--- src/rtl/fetch_line_ctrl.sv ---
// rtl/fetch_line_ctrl.sv - single-line fetch buffer refill sequencer
// Optional hit/miss counters are built only when FETCH_LINE_CTRL_PERF_EN is defined.
module fetch_line_ctrl #(
    parameter int XLEN   = 32,
    parameter int LINE_W = 128,
    parameter int OFF_W  = 4
) (
    input  logic              clk_i,
    input  logic              rst_i,
    input  logic [XLEN-1:0]   pc_i,
    input  logic              pc_valid_i,
    input  logic              flush_i,
    input  logic              here_i,
    input  logic              will_be_here_i,
    output logic [XLEN-1:0]   line_pc_o,
    output logic              line_valid_o,
    output logic [XLEN-1:0]   prev_pc_o,
    output logic [LINE_W-1:0] line_o,
    output logic              fetch_valid_o,
    output logic              icache_req_valid_o,
    input  logic              icache_req_ready_i,
    output logic [XLEN-1:0]   icache_req_addr_o,
    input  logic              icache_resp_valid_i,
    input  logic [LINE_W-1:0] icache_resp_line_i,
    output logic [31:0]       hit_cnt_o,
    output logic [31:0]       miss_cnt_o
);

    typedef enum logic [1:0] {
        IDLE = 2'd0,
        REQ  = 2'd1,
        WAIT = 2'd2
    } state_t;

    localparam logic [XLEN-1:0] LINE_MASK = {{(XLEN-OFF_W){1'b1}}, {OFF_W{1'b0}}};

    state_t            r_state;
    state_t            w_next_state;
    logic              w_req_valid;
    logic              r_kill;
    logic              r_line_valid;
    logic [XLEN-1:0]   r_line_pc;
    logic [XLEN-1:0]   r_prev_pc;
    logic [LINE_W-1:0] r_line;

    logic              w_fetch_valid;
    logic              w_miss;
    logic              w_redirect;
    logic [XLEN-1:0]   w_pc_aligned;
    logic              w_start;

    assign w_pc_aligned  = pc_i & LINE_MASK;
    assign w_fetch_valid = pc_valid_i & here_i & ~flush_i;
    assign w_miss        = pc_valid_i & ~here_i & ~flush_i;
    // A PC that is neither buffered nor the line being fetched makes the refill useless.
    assign w_redirect    = pc_valid_i & ~here_i & ~will_be_here_i;
    assign w_start       = (r_state == IDLE) & w_miss;

    always_ff @(posedge clk_i) begin
        if (rst_i) begin
            r_state <= IDLE;
        end else begin
            r_state <= w_next_state;
        end
    end

    always_comb begin
        w_next_state = r_state;
        w_req_valid  = 1'b0;
        case (r_state)
            IDLE: begin
                if (w_miss) begin
                    w_next_state = REQ;
                end
            end
            REQ: begin
                w_req_valid = 1'b1;
                if (icache_req_ready_i) begin
                    w_next_state = WAIT;
                end
            end
            WAIT: begin
                if (icache_resp_valid_i) begin
                    w_next_state = IDLE;
                end
            end
            default: w_next_state = IDLE;
        endcase
    end

    always_ff @(posedge clk_i) begin
        if (rst_i) begin
            r_kill       <= 1'b0;
            r_line_valid <= 1'b0;
            r_line_pc    <= '0;
            r_prev_pc    <= '0;
            r_line       <= '0;
        end else begin
            case (r_state)
                IDLE: begin
                    if (w_miss) begin
                        r_prev_pc <= w_pc_aligned;
                    end
                end
                REQ: begin
                    if (w_redirect || flush_i) begin
                        r_kill <= 1'b1;
                    end
                end
                WAIT: begin
                    if (icache_resp_valid_i) begin
                        r_kill <= 1'b0;
                        if (!r_kill && !flush_i) begin
                            r_line       <= icache_resp_line_i;
                            r_line_pc    <= r_prev_pc;
                            r_line_valid <= 1'b1;
                        end
                    end else if (w_redirect || flush_i) begin
                        r_kill <= 1'b1;
                    end
                end
                default: r_kill <= 1'b0;
            endcase
            if (flush_i) begin
                r_line_valid <= 1'b0;
            end
        end
    end

`ifdef FETCH_LINE_CTRL_PERF_EN
    logic [31:0] r_hit_cnt;
    logic [31:0] r_miss_cnt;

    always_ff @(posedge clk_i) begin
        if (rst_i) begin
            r_hit_cnt  <= '0;
            r_miss_cnt <= '0;
        end else begin
            if (w_fetch_valid && (r_hit_cnt != 32'hFFFF_FFFF)) begin
                r_hit_cnt <= r_hit_cnt + 32'd1;
            end
            if (w_start && (r_miss_cnt != 32'hFFFF_FFFF)) begin
                r_miss_cnt <= r_miss_cnt + 32'd1;
            end
        end
    end

    assign hit_cnt_o  = r_hit_cnt;
    assign miss_cnt_o = r_miss_cnt;
`else
    assign hit_cnt_o  = 32'd0;
    assign miss_cnt_o = 32'd0;
`endif

    assign line_pc_o          = r_line_pc;
    assign line_valid_o       = r_line_valid;
    assign prev_pc_o          = r_prev_pc;
    assign line_o             = r_line;
    assign fetch_valid_o      = w_fetch_valid;
    assign icache_req_valid_o = w_req_valid;
    assign icache_req_addr_o  = r_prev_pc;

endmodule

--- config.mk ---
export PLATFORM = sky130hd
export DESIGN_NAME = fetch_line_ctrl
export DESIGN_NICKNAME = d
export VERILOG_FILES = /design/src/rtl/fetch_line_ctrl.sv
export SDC_FILE = /design/constraint.sdc
export NUM_CORES = 1
export LEC_CHECK = 0
export CAP_MARGIN = 25
export CORE_AREA = 2 2 178 180
export DETAILED_ROUTE_END_ITERATION = 16
export DIE_AREA = 0 0 180 182
export GPL_TIMING_DRIVEN = 0
export PLACE_DENSITY = 0.66
export SLEW_MARGIN = 20
export SYNTH_ARGS = -nofsm -noshare
export SYNTH_HDL_FRONTEND = slang
export SYNTH_SLANG_ARGS = --single-unit
--- constraint.sdc ---
create_clock -name clk_i -period 1.75 [get_ports clk_i]
set_clock_uncertainty 0.1 [all_clocks]
set_input_delay 0.35 -clock clk_i [delete_from_list [all_inputs] [get_ports clk_i]]
set_output_delay 0.35 -clock clk_i [all_outputs]
set_load 0.01 [all_outputs]
# Yosys cells after proc, flatten, opt, wreduce, memory -nomap -nowiden
# Index checks and enable logic that the tools add are counted.
totals:
  wordCells: 36
  in_bits: 168
  regBits: 188
  output_inout_bits: 291
op_classes:
  bitwise: 8
  reduce_logical: 9
  n_eq_ne: 5
  n_mux: 8
ops:
  columns: ["op", "count"]
  rows:
  - ["2-bit two-way mux", 3]
  - ["2-bit inequality test (second input constant)", 3]
  - ["2-bit case mux with 3 select lines", 1]
  - ["3-bit AND reduction", 2]
  - ["1-bit AND", 5]
  - ["1-bit two-way mux", 3]
  - ["1-bit inverter", 3]
  - ["1-bit case mux with 3 select lines", 1]
  - ["2-bit by 1-bit == test with 1-bit output (second input constant)", 1]
  - ["2-bit == test (second input constant)", 1]
  - ["1-bit logical NOT", 2]
  - ["2-bit logical NOT", 1]
  - ["2-bit AND reduction", 1]
  - ["2-bit OR reduction", 1]
  - ["1-bit logical AND", 1]
  - ["1-bit logical OR", 1]

# Depth between registers and ports, before layout
depth:
  depth_word: 7
  mapped_depth: 7
  ltp_nobuf: 5

# Worst setup path after synthesis
# OpenSTA, ideal clock, no wires.
synth_timing:
  path_type: "register to register"
  startpoint: "reg r_state[0]"
  endpoint: "reg r_line[100], in the netlist line_o[100]"
  t_arrival_ns: 1.283
  setup_time_ns: 0.132
  path_stages_with_launch: 8
  required_ns: 1.518
  setup_slack_ns: 0.235
  n_path_buf: 2
  cell_sequence: "dfxtp_1 inv_1 ha_1 and4bb_2 buf_4 buf_6 nand2_1 a21oi_1"
synth_between:
  elab_chain_cells: 2
synth_lines:
  columns: ["item", "line", "source"]
  rows:
  - ["start, declared", "37", "state_t r_state;"]
  - ["start signal, assigned", "63", "r_state <= w_next_state;"]
  - ["2-bit == test", "99", "case (r_state)"]
  - ["3-bit AND reduction (no line)", null, null]
  - ["end signal, assigned", "114", "r_line <= icache_resp_line_i;"]
  - ["end, declared", "44", "logic [LINE_W-1:0] r_line;"]
# Every way passes these cells.
# A chain may end at the register's enable or synchronous reset.

# Worst setup path after layout
layout_timing:
  startpoint: "reg r_state[0]"
  endpoint: "reg r_line[57], in the netlist line_o[57]"
# The elaborated chain is that of the path after synthesis.

==> results.cfg <==
[worst_setup_path]
start_kind = register
cp-endpoint = line_o[57]
crit_type = register to register
r2r_end = line_o[57]
reg2reg_slack_ps = 40
cp_data_arrival_time_ps = 1960
worst-path-max-fanout = 6
rr_worst_depth = 7
worstReg2RegStart = r_state[0]
end_kind = register
crit_required_ps = 2000
crit_start = r_state[0]

[clock_network]
path_clk_slew_ps = 80
numCtsBuffers = 17
clock_sinks = 188
cts.htree.levels = 4
clock_latency_ps = 430
cts-root-buf = clkbuf_16
cts_buffer_depth = 2
ctsHoldBuffers = 0
tritoncts = done

[detailed_routing]
via_count = 7554
wl_per_cell_um = 14.8
vias_per_cell = 4.10
drt_iter0_drc = 296
drc_errors = 0
drtAntennaViolNets = 0
finalWirelength_um = 27300
drt_first_pass_iters = 4

[global_routing]
grt_pass1_wl_um = 39900
grt_pass1_vias = 7121
grt_antenna_before_repair = 1
grt_max_degree = 19
grt_overflow = 0
gr-usage-all-layers_pct = 15.5

[yosys]
synth_fa_ha_area_share_pct = 0.837
synthCells = 936
ys_seq_area_share_pct = 50.4
synth_compound_area_share_pct = 12.8
synth_area_leaders = dfxtp_1 50%, nand2_1 18%, a21oi_1 12%
synth_xor_xnor_area_share_pct = 0
synth_commonest_cells = 368 x nand2_1, 188 x dfxtp_1, 184 x a21oi_1
synth-simple-area-share_pct = 20.0
syn_area_um2 = 7470
synth_seq_cells = 188
synth_top_family_by_area = simple AND/OR/NAND/NOR gates
synth_top_area_share_pct = 50.4
synthFlopType = dfxtp_1
postSynthAreaPerCell_um2 = 7.98
synth_edf_count = 0
synth_cell_type_count = 25
yosysTopAreaCell = dfxtp_1
yosys_warnings = 0
async_flop_share_pct = 0
synth_most_common_cell = nand2_1
synth.area.mux_share_pct = 0.268

[place]
dp_hpwl_um = 20000
place_ws_ps = -617
placed_cells = 1790
portBuffers = 377
place.gp.congestion = 0.810

[sta]
worst_slack_ps = 43.6
final.min_clock_period_ps = 1710
tightest_slew_ps = 784
whs_ps = 303
final-setup-viol-count = 0
period_share_pct = 97.5
final-hold-violation-count = 0
max_freq_ghz = 0.586
finalMaxSlewViolations = 0
rsz0062_at_grt = yes
maxSlewHeadroom_pct = 47.8

[worst_hold_path]
hold_class = primary input to register

[floorplanning]
io-pin-count = 459
initial_core_util_pct = 24.1
die_area_um2 = 32800
rows = 65
die_x_um = 180
die_y_um = 182
coreArea_um2 = 31000

[cells_and_area]
area_delta_synth_final_pct = 72.9
fillers = 3171
finalNetCount = 1601
layout.cells.non_filler = 1844
drive_above_1_share_pct = 17.1

[pwr]
ir_drop_uv = 489
total_power_w = 0.0103
power.density_nw_per_um2 = 796
p_leak_nw = 5.89

[job]
cap_violations = 0

[run_status]
status = finished, final reports clean
state kept, by name, indices dropped and copies added (netlist names):
| name | flops |
|---|---|
| r_kill | 1 |
| line_pc_o | 28 |
| line_o | 128 |
| icache_req_addr_o | 28 |
| r_state | 2 |
| line_valid_o | 1 |
final cells by class:
type,instances,area [um^2],share of cell area [%]
antenna,1,2.50,0.0194
sequential,188,3830,29.6
multi-input combinational,653,2900,22.5
clock inverter,15,179,1.39
inverter,5,23.8,0.184
timing repair buffer,398,3800,29.4
tap,402,503,3.89
buffer,165,1250,9.68
clock buffer,17,425,3.29
through the flow:
step | area, um^2 | setup TNS (ps) | utilization (%)
detailed placement | 12000 | -79540 | 38.8
global route | 12900 | -16.3 | 41.7
CTS | 12500 | 0 | 40.5
floorplan | 7750 | 0 | -
global placement | 12000 | -76090 | 38.8
finish | 12900 | 0 | 41.7
layout by cell type, fill, tap and decap left out, types with 3 or more instances in the layout:
cell type and count:
inv_8 4, clkbuf_16 24, buf_6 11, dfxtp_4 11, nand2_1 367, dlygate4sd2_1 216, buf_12 3, clkinvlp_4 4
a21oi_2 8, buf_4 124, dfxtp_2 17, clkdlybuf4s50_1 159, dfxtp_1 160, clkbuf_1 19, ha_4 3, clkbuf_4 6
a21oi_1 176, conb_1 76, nand2b_1 4, inv_6 4, buf_2 9, buf_8 4, inv_1 3
worst min path at each step:
stage	endpoint	depth (start not counted)	slack [ps]	from
2_1_floorplan	line_valid_o	1	330	flush_i
3_3_place_gp	line_o[36]	2	340	line_o[36]
3_5_place_dp	line_pc_o[22]	2	350	line_pc_o[22]
4_1_cts	line_valid_o	2	280	flush_i
5_1_grt	r_state[0]	3	310	rst_i
6_report	r_state[1]	3	300	rst_i
repair_timing:
| action | 4_1_cts | 5_1_grt |
|---|---|---|
| setup endpoints to repair | 345 | 148 |
| cloned | 1 | 8 |
| resized for setup | 279 | 40 |
| buffers inserted | 5 | 7 |
| pin swaps | 1 | 0 |
| hold endpoints to repair | 0 | 0 |
metal layers:
| metal | wire [um] | track usage [%] |
|---|---|---|
| met5 | 0 | 0 |
| met4 | 404 | 5.07 |
| met3 | 1890 | 4.25 |
| met2 | 13600 | 27.4 |
| met1 | 11500 | 18.1 |
cells by family (layout without fill, tap and decap cells):
group	count (synthesis)	in the layout
and+or+nand+nor	382	382
DFF	188	188
buffers and inverters	170	600
muxes	2	2
adders and majority gates	5	5
AOI/OAI and AO/OA	188	188
other	1	77
worst max-delay path, cell delays in order (launching register included):
cell and delay (ps):
dfxtp_4 370, inv_6 70, ha_4 140, and4bb_4 380, buf_12 210, clkbuf_16 160, nand2_1 70, a21oi_2 120
where the power goes:
part	leakage [nW]	internal [W]	switching, W
registers	1.53	0.00440	0.000104
clock network	0.284	0.00217	0.00192
logic	4.07	0.000941	0.000756
total	5.89	0.00751	0.00278
No activity file was read; power rests on OpenSTA's default activity.
